`src/rtl/tomasulo_exe_pipe.sv`:
```
// Pipelined logic/move execution unit for the Tomasulo core. Results pass through
// LATENCY_N registered stages, the last being an in-order CDB output queue.
package tomasulo_pkg;
   typedef enum logic [2:0] {
      OP_AND  = 3'd0,
      OP_NOT  = 3'd1,
      OP_OR   = 3'd2,
      OP_XOR  = 3'd3,
      OP_MOV0 = 3'd4,
      OP_MOV1 = 3'd5,
      OP_MOVI = 3'd6
   } opcode_t;
endpackage

module tomasulo_exe_pipe
   import tomasulo_pkg::*;
#(
   parameter int W         = 32,
   parameter int IMM_W     = 16,
   parameter int TAG_W     = 4,
   parameter int ROBID_W   = 5,
   parameter int WA_W      = 5,
   parameter int LATENCY_N = 1,
   parameter int Q_N       = 4
) (
   input  logic                      clk,
   input  logic                      rst,
   input  logic                      flush,
   input  logic                      iss_vld,
   output logic                      iss_rdy,
   input  opcode_t                   iss_op,
   input  logic [W-1:0]              iss_rdata0,
   input  logic [W-1:0]              iss_rdata1,
   input  logic [IMM_W-1:0]          iss_imm,
   input  logic [TAG_W-1:0]          iss_tag,
   input  logic [ROBID_W-1:0]        iss_robid,
   input  logic [WA_W-1:0]           iss_wa,
   output logic                      cdb_vld,
   input  logic                      cdb_gnt,
   output logic [TAG_W-1:0]          cdb_tag,
   output logic [W-1:0]              cdb_wdata,
   output logic [ROBID_W-1:0]        cdb_robid,
   output logic [WA_W-1:0]           cdb_wa,
   output logic [$clog2(Q_N+1)-1:0]  occ
);
   localparam int OCC_W = $clog2(Q_N+1);
   localparam int PTR_W = $clog2(Q_N);

   typedef struct packed {
      logic [TAG_W-1:0]   tag;
      logic [ROBID_W-1:0] robid;
      logic [WA_W-1:0]    wa;
      logic [W-1:0]       data;
   } res_t;

   logic             w_accept;
   logic             w_pop;
   logic             w_wr;
   logic             w_exit_vld;
   logic [W-1:0]     w_result;
   res_t             w_s0;
   res_t             w_exit;
   res_t             w_head;
   logic [OCC_W-1:0] r_occ;
   logic [OCC_W-1:0] r_cnt;
   logic [PTR_W-1:0] r_wptr;
   logic [PTR_W-1:0] r_rptr;
   res_t             r_q [Q_N];

   // Credits cover in-flight plus queued results, so a pipe exit always finds room.
   assign iss_rdy  = ~flush & (r_occ < OCC_W'(Q_N));
   assign w_accept = iss_vld & iss_rdy;
   assign cdb_vld  = ~flush & (r_cnt != '0);
   assign w_pop    = cdb_vld & cdb_gnt;

   always_comb begin
      w_result = iss_rdata0;
      case (iss_op)
         OP_AND:  w_result = iss_rdata0 & iss_rdata1;
         OP_NOT:  w_result = ~iss_rdata0;
         OP_OR:   w_result = iss_rdata0 | iss_rdata1;
         OP_XOR:  w_result = iss_rdata0 ^ iss_rdata1;
         OP_MOV0: w_result = iss_rdata0;
         OP_MOV1: w_result = iss_rdata1;
         OP_MOVI: w_result = W'(iss_imm);
         default: w_result = iss_rdata0;
      endcase
   end

   assign w_s0 = '{tag: iss_tag, robid: iss_robid, wa: iss_wa, data: w_result};

   generate
      if (LATENCY_N == 1) begin : g_nopipe
         assign w_exit_vld = w_accept;
         assign w_exit     = w_s0;
      end else begin : g_pipe
         logic [LATENCY_N-2:0] r_vld;
         res_t                 r_stage [LATENCY_N-1];

         always_ff @(posedge clk or negedge rst) begin
            if (!rst) begin
               r_vld <= '0;
            end else if (flush) begin
               r_vld <= '0;
            end else begin
               r_vld[0] <= w_accept;
               for (int i = 1; i < LATENCY_N-1; i++) r_vld[i] <= r_vld[i-1];
            end
         end

         always_ff @(posedge clk) begin
            r_stage[0] <= w_s0;
            for (int i = 1; i < LATENCY_N-1; i++) r_stage[i] <= r_stage[i-1];
         end

         assign w_exit_vld = r_vld[LATENCY_N-2];
         assign w_exit     = r_stage[LATENCY_N-2];
      end
   endgenerate

   assign w_wr = w_exit_vld & ~flush;

   always_ff @(posedge clk) begin
      if (w_wr) r_q[r_wptr] <= w_exit;
   end

   assign w_head    = r_q[r_rptr];
   assign cdb_tag   = cdb_vld ? w_head.tag   : '0;
   assign cdb_wdata = cdb_vld ? w_head.data  : '0;
   assign cdb_robid = cdb_vld ? w_head.robid : '0;
   assign cdb_wa    = cdb_vld ? w_head.wa    : '0;
   assign occ       = r_occ;

   always_ff @(posedge clk or negedge rst) begin
      if (!rst) begin
         r_wptr <= '0;
         r_rptr <= '0;
         r_cnt  <= '0;
         r_occ  <= '0;
      end else if (flush) begin
         r_wptr <= '0;
         r_rptr <= '0;
         r_cnt  <= '0;
         r_occ  <= '0;
      end else begin
         if (w_wr)  r_wptr <= (r_wptr == PTR_W'(Q_N-1)) ? '0 : r_wptr + 1'b1;
         if (w_pop) r_rptr <= (r_rptr == PTR_W'(Q_N-1)) ? '0 : r_rptr + 1'b1;
         r_cnt <= r_cnt + OCC_W'(w_wr) - OCC_W'(w_pop);
         r_occ <= r_occ + OCC_W'(w_accept) - OCC_W'(w_pop);
      end
   end

   a_occ_bound: assert property (@(posedge clk) disable iff (!rst) r_occ <= OCC_W'(Q_N));
   a_pop_nonempty: assert property (@(posedge clk) disable iff (!rst) w_pop |-> (r_cnt != '0));
   a_no_overflow: assert property (@(posedge clk) disable iff (!rst)
      (w_wr && !w_pop) |-> (r_cnt < OCC_W'(Q_N)));
   a_cdb_stable: assert property (@(posedge clk) disable iff (!rst)
      (cdb_vld && !cdb_gnt) |=> (flush || $stable({cdb_tag, cdb_wdata, cdb_robid, cdb_wa})));
endmodule
```
`config.mk`:
```
export PLATFORM = sky130hd
export DESIGN_NAME = tomasulo_exe_pipe
export DESIGN_NICKNAME = d
export VERILOG_FILES = /design/src/rtl/tomasulo_exe_pipe.sv
export SDC_FILE = /design/constraint.sdc
export NUM_CORES = 1
export LEC_CHECK = 0
export CAP_MARGIN = 25
export CORE_AREA = 2 2 154 156
export CTS_CLUSTER_DIAMETER = 80
export DETAILED_ROUTE_END_ITERATION = 8
export DIE_AREA = 0 0 156 158
export PLACE_DENSITY = 0.69
export SLEW_MARGIN = 10
export SYNTH_ARGS = -nofsm -noshare
export SYNTH_HDL_FRONTEND = slang
export SYNTH_SLANG_ARGS = --single-unit
```
`constraint.sdc`:
```
create_clock -name clk -period 5.1 [get_ports clk]
set_input_delay 1.02 -clock clk [delete_from_list [all_inputs] [get_ports clk]]
set_output_delay 1.02 -clock clk [all_outputs]
set_load 0.05 [all_outputs]
```
== After elaboration in Yosys (flattened, before gate mapping) ==
Memories as Yosys holds them, arrays and structs flattened.
Cells that the tools add are included.

* Bits in registers: 10
* Memory bits (writable): 184
* Bits of input ports: 102
* Output and inout port bits: 51
* Word-level logic and storage cells: 48
* Memories: 1

{| class="wikitable"
|+ Memories
! name !! depth !! bits a word !! rd ports !! clocked after memory_dff !! wr ports !! line !! text
|-
| r_q || 4 || 46 || 1 || 0 || 1 || 68 || <nowiki>res_t r_q [Q_N];</nowiki>
|}

* Add/subtract/negate cells: 6
* Order comparisons: 1
* Eq/ne operators: 7
* Mux-type cells: 15
* Bitwise operators: 10
* Reduce and logical (&&, ||, !) cells: 4

{| class="wikitable"
|+ Operators with widths
! cell !! count
|-
| $pmux 32 s6 || 1
|-
| $and 32x32->32 || 1
|-
| $mux 32 || 1
|-
| $not 32->32 || 1
|-
| $or 32x32->32 || 1
|-
| $xor 32x32->32 || 1
|-
| $mux 2 || 6
|-
| $mux 5 || 2
|-
| $add 3x1->3 || 2
|-
| $eq 3x2->1 const B || 2
|-
| $eq 3x3->1 const B || 2
|-
| $mux 3 || 2
|-
| $sub 3x1->3 || 2
|-
| $and 1x1->1 || 5
|-
| $add 2x1->2 const B || 2
|-
| $eq 2x2->1 const B || 2
|-
| $mux 4 || 1
|-
| $reduce_bool 2->1 || 2
|-
| $eq 3x1->1 const B || 1
|-
| $logic_not 3->1 || 1
|-
| $lt 3x3->1 const B || 1
|-
| $reduce_bool 3->1 || 1
|-
| $mux 1 || 2
|-
| $not 1->1 || 1
|}

== Longest topological paths before layout ==
Gate-level depths: netlist of run 1.

* Depth after elaboration: 7
* Depth in mapped cells: 11
* Mapped depth without buffers: 10

== Least setup slack after synthesis of run 1 ==
OpenSTA, ideal clock, no wires.

* Kind: input-to-reg
* Start: input port flush
* End: memory r_q[0][0] in the netlist's numbering (enable)
* Library setup time: 0.408 ns
* Arrival time: 3.228 ns
* Required time: 4.692 ns
* Slack: 1.464 ns
* Stages on the path: 3
* Path buffers: 1
* Path through: buf_2 -> nor2_1 -> and3_1

* Word-level cells in the longest chain between the ends: 6

{| class="wikitable"
|+ RTL lines
! item !! line !! text
|-
| from (decl) || 28 || <nowiki>input logic flush,</nowiki>
|-
| $not 1->1 || 71 || <nowiki>assign iss_rdy = ~flush & (r_occ < OCC_W'(Q_N));</nowiki>
|-
| $and 1x1->1 || 71 ||
|-
| named net iss_rdy || 30 || <nowiki>output logic iss_rdy,</nowiki>
|-
| $and 1x1->1 || 72 || <nowiki>assign w_accept = iss_vld & iss_rdy;</nowiki>
|-
| $and 1x1->1 || 121 || <nowiki>assign w_wr = w_exit_vld & ~flush;</nowiki>
|-
| $mux 1 || 124 || <nowiki>if (w_wr) r_q[r_wptr] <= w_exit;</nowiki>
|-
| $mux 1 (not written as such) || 124 ||
|-
| to (decl) || 68 ||
|}

The timed path passes the listed nets, and every way through them passes these cells.

== Worst setup path after layout of run 1 ==
* Start: input port flush
* End: output port cdb_wdata[9]

* Word-level cells in the longest chain between the ends: 3

{| class="wikitable"
|+ RTL lines
! item !! line !! text
|-
| $not 1->1 || 73 || <nowiki>assign cdb_vld = ~flush & (r_cnt != '0);</nowiki>
|-
| $and 1x1->1 || 73 ||
|-
| $mux 32 || 129 || <nowiki>assign cdb_wdata = cdb_vld ? w_head.data : '0;</nowiki>
|-
| to (decl) || 41 || <nowiki>output logic [W-1:0] cdb_wdata,</nowiki>
|}

No other way between the ends.

==> results of run 1 <==
## registers in the layout, summed over array words and instances, names as in the netlist
name / count
r_cnt: 3
r_q: 184
r_wptr: 2
occ: 3
r_rptr: 2
## synth_stat cells (2+ instances only)
cell       number
edfxtp_1      184
inv_1          78
ha_1           73
o21ai_0        63
a21oi_1        52
nor2_1         52
and2_1         47
mux4_2         46
nand2_1        36
buf_2          25
o211ai_1       16
clkbuf_1       13
o22ai_1        11
dfrtp_1        10
o22a_1          9
a22o_1          7
a22oi_1         7
a2bb2oi_1       7
buf_4           7
buf_6           7
nand2b_1        7
nor2b_1         6
o21a_1          6
and3_1          4
o221ai_1        4
nor3_1          3
o32a_1          3
clkbuf_2        2
fa_1            2
mux2i_1         2
xnor2_1         2
xor2_1          2
## worst register-to-register path: cells and delay by family (launching register included)
kind / cells / cell delay, ns
xor+xnor: 1 / 0.16
fa+ha+maj: 3 / 0.85
buf+inv: 3 / 0.22
flops: 1 / 0.41
simple gates: 3 / 0.62
## metrics by stage
step	hold WS, ns	utilization, %
after floorplan	0.565	-
after global placement	0.591	52.6
after detailed placement	0.601	52.6
after CTS	0.618	55.1
after global routing	0.671	55.2
final	0.615	55.2
## logic make-up (layout without fill, tap and decap cells)
family          count (synthesis)  count (layout)  synth area share, %
simple gates                  164             164                 7.72
mux                            49              49                 10.2
buf+inv                       133             279                 5.85
flops                         194             194                 55.2
xor+xnor                        4               4                0.335
fa+ha+maj                      75              75                 9.11
compound gates                196             196                 11.6
## power breakdown
group	switching, W	internal [W]
registers	0.0000660	0.00188
logic	0.000896	0.000646
clock network	0.000610	0.000687
## path summary, 6_finish.rpt
kind                       startpoint           end  slack, ns
max in group asynchronous         rst     r_rptr[0]       3.81
max reg2reg                    occ[2]        occ[2]       2.75
min                         r_wptr[0]     r_wptr[0]       0.61
min reg2reg                 r_wptr[0]     r_wptr[0]       0.61
max                             flush  cdb_wdata[9]       0.77
min in group asynchronous         rst     r_rptr[0]       0.92
## final cells by class
type / instances / area, µm² / area share [%]
Timing Repair Buffer: 168 / 1630 / 12.8
Clock buffer: 17 / 425 / 3.34
Multi-Input combinational cell: 488 / 4080 / 32.1
Tap cell: 290 / 363 / 2.85
Clock inverter: 15 / 151 / 1.19
Inverter: 79 / 297 / 2.33
Sequential cell: 194 / 5780 / 45.4
## layer usage
layer  routed length [µm]  up-vias  global-route usage [%]
li1                     -     3265                       -
met2                10800      193                    31.1
met5                    0        -                       0
met4                  206        0                    5.20
met3                 1170       13                    3.56
met1                10200     3303                    25.8
==> flow_metrics.py, run 1 <==
metrics = {
    "timing": {
        "rsz0062_at_grt": "false",
        "slew_violations": 0,
        "hold_viol": 0,
        "relSlewSlack_pct": 47.1,
        "final.min_clock_period_ns": 4.33,
        "fin_worst_skew_ns": 0.00919,
        "finalSetupTns_ns": 0,
        "setup_viol": 0,
        "tightest_slew_ns": 0.794,
        "post-route-period-util_pct": 84.9,
        "setup_ws_ns": 0.772,
        "fmax_mhz": 231,
    },
    "yosys": {
        "ys_types": 54,
        "yosysTopAreaCellShare_pct": 52.8,
        "synth.area.top_cells": "edfxtp_1, mux4_2, ha_1",
        "yosysTopAreaCell": "edfxtp_1",
        "syn-num-nets": 992,
        "yosys_warnings": 0,
        "syn-cell-area_um2": 10500,
        "synth_seq_area_share_pct": 55.2,
        "async_flop_share_pct": 5.15,
        "ys.flop_type": "edfxtp_1",
        "synth_seq_cells": 194,
        "synth_edf_count": 184,
        "avgSynthCellArea_um2": 12.8,
        "postSynthCellCount": 815,
    },
    "layout": {
        "synthToLayoutAreaGrowth_pct": 21.6,
        "final_common_cell": "edfxtp_1",
        "final_cell_mix": "edfxtp_1, clkdlybuf4s50_1, inv_1",
        "finalNonFillerCells": 1251,
        "nNetsFinal": 1125,
        "final_cell_area_um2": 12700,
        "drive_gt1_share_pct": 12.0,
        "fill_cells": 1903,
        "antenna_cells": 0,
    },
    "floorplanning": {
        "coreArea_um2": 23100,
        "initial_utilization_pct": 45.4,
        "dieArea_um2": 24600,
        "io_pins": 153,
        "rows": 56,
        "die_w_um": 156,
        "die_h_um": 158,
    },
    "clock_network": {
        "tritoncts": "yes",
        "cts_made_buffers": 17,
        "clockRootBuffer": "clkbuf_16",
        "clock_latency_ns": 0.43,
        "cts_buffer_depth": 2,
        "clkSinkCount": 194,
        "post_cts_buffers": 0,
        "ctsResizeCount": 0,
        "htree_levels": 4,
        "ctsHoldBuffers": 0,
        "clk_pin_slew_ns": 0.07,
    },
    "worst_setup_path": {
        "critPathKind": "in2out",
        "crit_buf_inv": 5,
        "end_kind": "output port",
        "slowest_delay_ns": 0.81,
        "arrival_ns": 3.31,
        "worstRegToRegCells": 10,
        "cp.required_ns": 4.08,
        "cp_top_family": "buffers and inverters",
        "worst-path-stages": 7,
        "cp_max_fo": 47,
        "cp_slowest_cell": "clkdlybuf4s50_1",
        "cp-start-kind": "input pin",
        "worstPathCellList": "clkdlybuf4s50_1, buf_4, or2_1, clkinv_1, buf_4, and2_1, clkdlybuf4s50_1",
    },
    "global_route": {
        "overflow": 0,
        "gr-usage-all-layers_pct": 18.8,
        "grt_max_degree": 80,
        "grt_pass1_wl_um": 35200,
        "first_global_vias": 6517,
        "grt_antenna_before_repair": 0,
    },
    "drt": {
        "via_per_inst": 5.41,
        "wl_per_cell_um": 17.9,
        "final_antenna_net_count": 0,
        "drt_pass1_iterations": 4,
        "drtIter0Drc": 442,
        "drt-total-wl_um": 22400,
        "drc": 0,
        "num_vias": 6774,
    },
    "run_status": {
        "status": "complete, no violations",
    },
    "placement": {
        "post-place-cells": 1218,
        "placed_cell_area_um2": 12100,
        "place_congestion": 0.773,
        "port_buffers": 152,
        "dp_hpwl_um": 14900,
        "place_ws_ns": 0.746,
    },
    "power_and_ir_drop": {
        "leakage_nw": 4.73,
        "power_density_nw_per_um2": 376,
        "vdd.ir_drop.worst_mv": 0.287,
        "power.total_w": 0.00479,
    },
    "min_path": {
        "hold-path-cell-count": 1,
        "hp-class": "reg2reg",
    },
    "flow_run": {
        "cap_viol_max_count": 0,
    },
}
(Power assumes the default switching activity.)
==> run 2: changes to the inputs <==
- clock period: 5.1 -> 4.4 ns (I/O delays scaled with it)
==> flow_metrics.py, run 2 (synthesized netlist as in run 1, its figures left out) <==
metrics = {
    "run_status": {
        "status": "complete, no violations",
    },
    "layout": {
        "synthToLayoutAreaGrowth_pct": 20.7,
        "nNetsFinal": 1122,
        "regArea_um2": 5780,
        "fill_cells": 1981,
        "final_cell_area_um2": 12600,
        "post-route-util_pct": 54.8,
        "multi_input_area_um2": 4080,
        "largest_reg_flops": 184,
        "finalNonFillerCells": 1248,
        "final_cell_mix": "edfxtp_1, clkdlybuf4s50_1, inv_1",
        "largest_register": "r_q",
        "drive_gt1_share_pct": 15.9,
        "final_common_cell": "edfxtp_1",
        "antenna_cells": 0,
    },
    "floorplanning": {
        "io_pins": 153,
        "dieArea_um2": 24600,
        "rows": 56,
        "die_w_um": 156,
        "initial_utilization_pct": 45.4,
        "coreArea_um2": 23100,
        "die_h_um": 158,
    },
    "worst_setup_path": {
        "path_common_cell": "clkdlybuf4s50_1",
        "cp-start-kind": "input pin",
        "slowest_delay_ns": 0.86,
        "cp_slowest_cell": "clkdlybuf4s50_1",
        "worstPathCellList": "clkdlybuf4s50_1, nor2_1, clkdlybuf4s50_1",
        "cp.required_ns": 3.52,
        "arrival_ns": 2.67,
        "end_kind": "output port",
        "cp_max_fo": 10,
        "critPathKind": "in2out",
    },
    "power_and_ir_drop": {
        "power_density_nw_per_um2": 434,
        "power.total_w": 0.00548,
        "leakage_nw": 4.80,
        "vdd.ir_drop.worst_mv": 0.200,
    },
    "timing": {
        "hold_viol": 0,
        "finalSetupTns_ns": 0,
        "setup_viol": 0,
        "fin_worst_skew_ns": 0.0137,
        "fmax_mhz": 282,
        "rsz0062_at_grt": "false",
        "final.min_clock_period_ns": 3.55,
        "relSlewSlack_pct": 49.2,
        "slew_violations": 0,
        "post-route-period-util_pct": 80.6,
        "tightest_slew_ns": 0.760,
    },
    "global_route": {
        "first_global_vias": 6613,
        "gr-usage-all-layers_pct": 18.8,
        "grt_pass1_wl_um": 35400,
        "overflow": 0,
        "grt_antenna_before_repair": 0,
        "grt_max_degree": 73,
    },
    "placement": {
        "dp_hpwl_um": 14900,
        "post-place-cells": 1215,
        "port_buffers": 152,
        "place_congestion": 0.735,
        "placed_cell_area_um2": 12000,
    },
    "drt": {
        "via_per_inst": 5.38,
        "drtIter0Drc": 410,
        "drt_pass1_iterations": 6,
        "drt-total-wl_um": 22300,
        "wl_per_cell_um": 17.9,
        "num_vias": 6713,
        "drc": 0,
        "final_antenna_net_count": 0,
    },
    "clock_network": {
        "clk_pin_slew_ns": 0.07,
        "ctsHoldBuffers": 0,
        "ctsResizeCount": 0,
        "htree_levels": 4,
        "clkSinkCount": 194,
        "tritoncts": "yes",
        "clock_latency_ns": 0.43,
        "clockRootBuffer": "clkbuf_16",
        "cts_made_buffers": 17,
        "cts_buffer_depth": 2,
        "post_cts_buffers": 0,
    },
    "min_path": {
        "hp-class": "reg2reg",
    },
    "flow_run": {
        "cap_viol_max_count": 0,
    },
}
-- run 2: path summary, 6_finish.rpt --
kind / startpoint / end / slack [ns] / depth (start not counted)
hold reg to reg: r_wptr[0] / r_wptr[0] / 0.63 / 1
max in group asynchronous: rst / r_rptr[0] / 3.26 / 1
setup / recovery: flush / iss_rdy / 0.85 / 3
hold / removal: r_wptr[0] / r_wptr[0] / 0.63 / 1
min in group asynchronous: rst / occ[1] / 0.78 / 1
setup reg to reg: occ[2] / occ[2] / 2.16 / 10
-- run 2: power breakdown --
part           switching [W]  internal (W)  leakage, nW
sequential         0.0000929       0.00218         1.80
combinational        0.00103      0.000710         2.72
clock               0.000718      0.000755        0.277
-- run 2: worst max-delay path, delay by kind of cell --
family | cells | cell delay [ns]
buf+inv | 2 | 1.44
simple gates | 1 | 0.34
-- run 2: metrics by stage --
stage                     worst slack (ns)  hold WS (ns)
after CTS                            0.817         0.633
after floorplan                      0.904         0.565
after detailed placement             0.834         0.616
after global routing                 0.705         0.666
final                                0.854         0.629
after global placement               0.900         0.615
-- run 2: area by class of cell --
cell class / count / share of cell area [%]
flip-flops and latches: 194 / 45.8
well taps: 290 / 2.87
repair buffers: 165 / 12.2
clock inverters: 14 / 1.07
inverters: 79 / 2.35
clock buffers: 18 / 3.40
multi-input cells: 488 / 32.3
-- run 2: layer usage --
metal  vias up  share of wire (%)  wire length (µm)  track usage [%]
met1      3267                 46             10400             25.9
met3        18                4.7              1050             3.39
met5         -                  0                 0                0
li1       3265                  -                 -                -
met2       163                 48             10600             30.9
met4         0                1.1               247             5.24
==> run 3: changes to the inputs <==
- PLACE_DENSITY: 0.69 -> 0.72
- clock period: 4.4 -> 3 ns (I/O delays scaled with it)
==> flow_metrics.py, run 3 (synthesized netlist as in run 1, its figures left out) <==
metrics = {
    "placement": {
        "post-place-cells": 1233,
        "port_buffers": 152,
        "place_congestion": 0.808,
        "dp_hpwl_um": 15900,
    },
    "timing": {
        "setup_viol": 0,
        "relSlewSlack_pct": 54.7,
        "final.min_clock_period_ns": 2.73,
        "fmax_mhz": 366,
        "finalSetupTns_ns": 0,
        "slew_violations": 0,
        "post-route-period-util_pct": 91.1,
        "hold_viol": 0,
        "tightest_slew_ns": 0.678,
        "rsz0062_at_grt": "false",
        "fin_worst_skew_ns": 0.0155,
    },
    "drt": {
        "final_antenna_net_count": 0,
        "drc": 0,
        "wl_per_cell_um": 18.1,
        "drt_pass1_iterations": 5,
        "via_per_inst": 5.43,
        "num_vias": 6891,
        "drt-total-wl_um": 22900,
        "drtIter0Drc": 480,
    },
    "power_and_ir_drop": {
        "p_switching_w": 0.00280,
        "power_density_nw_per_um2": 645,
        "p_int_w": 0.00585,
        "power_frac_comb_pct": 37.3,
        "swShare_pct": 32.4,
        "leakage_nw": 5.05,
        "vdd.ir_drop.worst_mv": 0.315,
        "seq_power_share_pct": 37.8,
        "pwr-share-clk_pct": 24.9,
    },
    "worst_setup_path": {
        "cp.required_ns": 2.40,
        "cp-startpoint": "flush",
        "r2r-end": "r_cnt[2]",
        "critPathKind": "in2out",
        "worstRegToRegCells": 10,
        "end_kind": "output port",
        "cp_max_fo": 22,
        "arrival_ns": 2.13,
        "cp-start-kind": "input pin",
        "r2r-start": "r_cnt[1]",
        "r2r_slack_ns": 0.80,
        "endpoint": "cdb_wdata[5]",
    },
    "clock_network": {
        "clockRootBuffer": "clkbuf_16",
        "ctsResizeCount": 0,
        "clock_latency_ns": 0.44,
        "clkSinkCount": 194,
        "tritoncts": "yes",
        "htree_levels": 4,
        "cts_buffer_depth": 2,
        "cts_made_buffers": 17,
        "clk_pin_slew_ns": 0.07,
    },
    "layout": {
        "final_common_cell": "edfxtp_1",
        "finalNonFillerCells": 1268,
        "drive_gt1_share_pct": 17.8,
        "synthToLayoutAreaGrowth_pct": 28.1,
        "largest_reg_flops": 184,
        "largest_register": "r_q",
        "final_cell_mix": "edfxtp_1, clkdlybuf4s50_1, inv_1",
        "nNetsFinal": 1141,
    },
    "global_route": {
        "grt_max_degree": 47,
        "grt_antenna_before_repair": 1,
        "overflow": 0,
        "grt_pass1_wl_um": 36300,
        "first_global_vias": 6781,
        "gr-usage-all-layers_pct": 19.3,
    },
    "floorplanning": {
        "die_h_um": 158,
        "die_w_um": 156,
        "coreArea_um2": 23100,
        "initial_utilization_pct": 45.4,
        "dieArea_um2": 24600,
        "io_pins": 153,
        "rows": 56,
    },
    "run_status": {
        "status": "complete, no violations",
    },
    "min_path": {
        "hp-class": "in2async",
    },
    "flow_run": {
        "cap_viol_max_count": 0,
    },
}
run 3: timing repair:
item	in CTS	in global routing
hold buffers	0	0
setup endpoints to repair	0	15
hold endpoints to repair	0	0
buffers inserted	0	2
run 3: worst min-delay path by stage:
stage	end	cells past startpoint	from	slack, ns
2_1_floorplan	occ[0]	0	rst	0.30
3_3_place_gp	r_wptr[0]	1	r_wptr[0]	0.61
3_5_place_dp	r_wptr[0]	1	r_wptr[0]	0.61
4_1_cts	occ[1]	1	rst	0.49
5_1_grt	occ[1]	1	rst	0.53
6_report	occ[0]	1	rst	0.49
run 3: power groups by stage:
stage / sequential, W / clock (W) / combinational (W)
after floorplan: 0.00335 / 0 / 0.00182
after global placement: 0.00336 / 0 / 0.00315
after detailed placement: 0.00337 / 0 / 0.00319
after CTS: 0.00331 / 0.00220 / 0.00320
after global routing: 0.00329 / 0.00229 / 0.00345
final: 0.00327 / 0.00216 / 0.00322
run 3: per-stage QoR:
step | worst slack [ns] | hold slack [ns] | total power (W) | area [µm²] | utilization (%)
after detailed placement | 0.132 | 0.612 | 0.00656 | 12800 | 55.6
final | 0.268 | 0.494 | 0.00865 | 13400 | 58.2
after CTS | 0.0103 | 0.487 | 0.00871 | 13400 | 58.0
after global routing | 0.211 | 0.526 | 0.00903 | 13400 | 58.2
after floorplan | 0.190 | 0.304 | 0.00516 | 10500 | -
after global placement | 0.145 | 0.614 | 0.00652 | 12800 | 55.6
run 3: final cells by class:
class | instances | area, µm²
tap | 290 | 363
sequential | 194 | 5780
inverter | 79 | 297
fill | 1792 | 9640
timing repair buffer | 184 | 2320
multi-input combinational | 488 | 4090
antenna | 1 | 2.50
clock buffer | 18 | 429
clock inverter | 14 | 135
run 3: critical path: stages:
cell and delay (ns):
clkdlybuf4s50_1 0.53, or2_1 0.32, inv_2 0.11, buf_12 0.15, and2_1 0.24, buf_12 0.16
run 3: per-layer routing:
layer	vias up	part of all wire (%)	GRT usage [%]
met1	3371	44	26.1
met3	17	5.2	3.86
met5	-	0	0
met2	204	49	32.0
met4	0	1.2	5.24
li1	3299	-	-
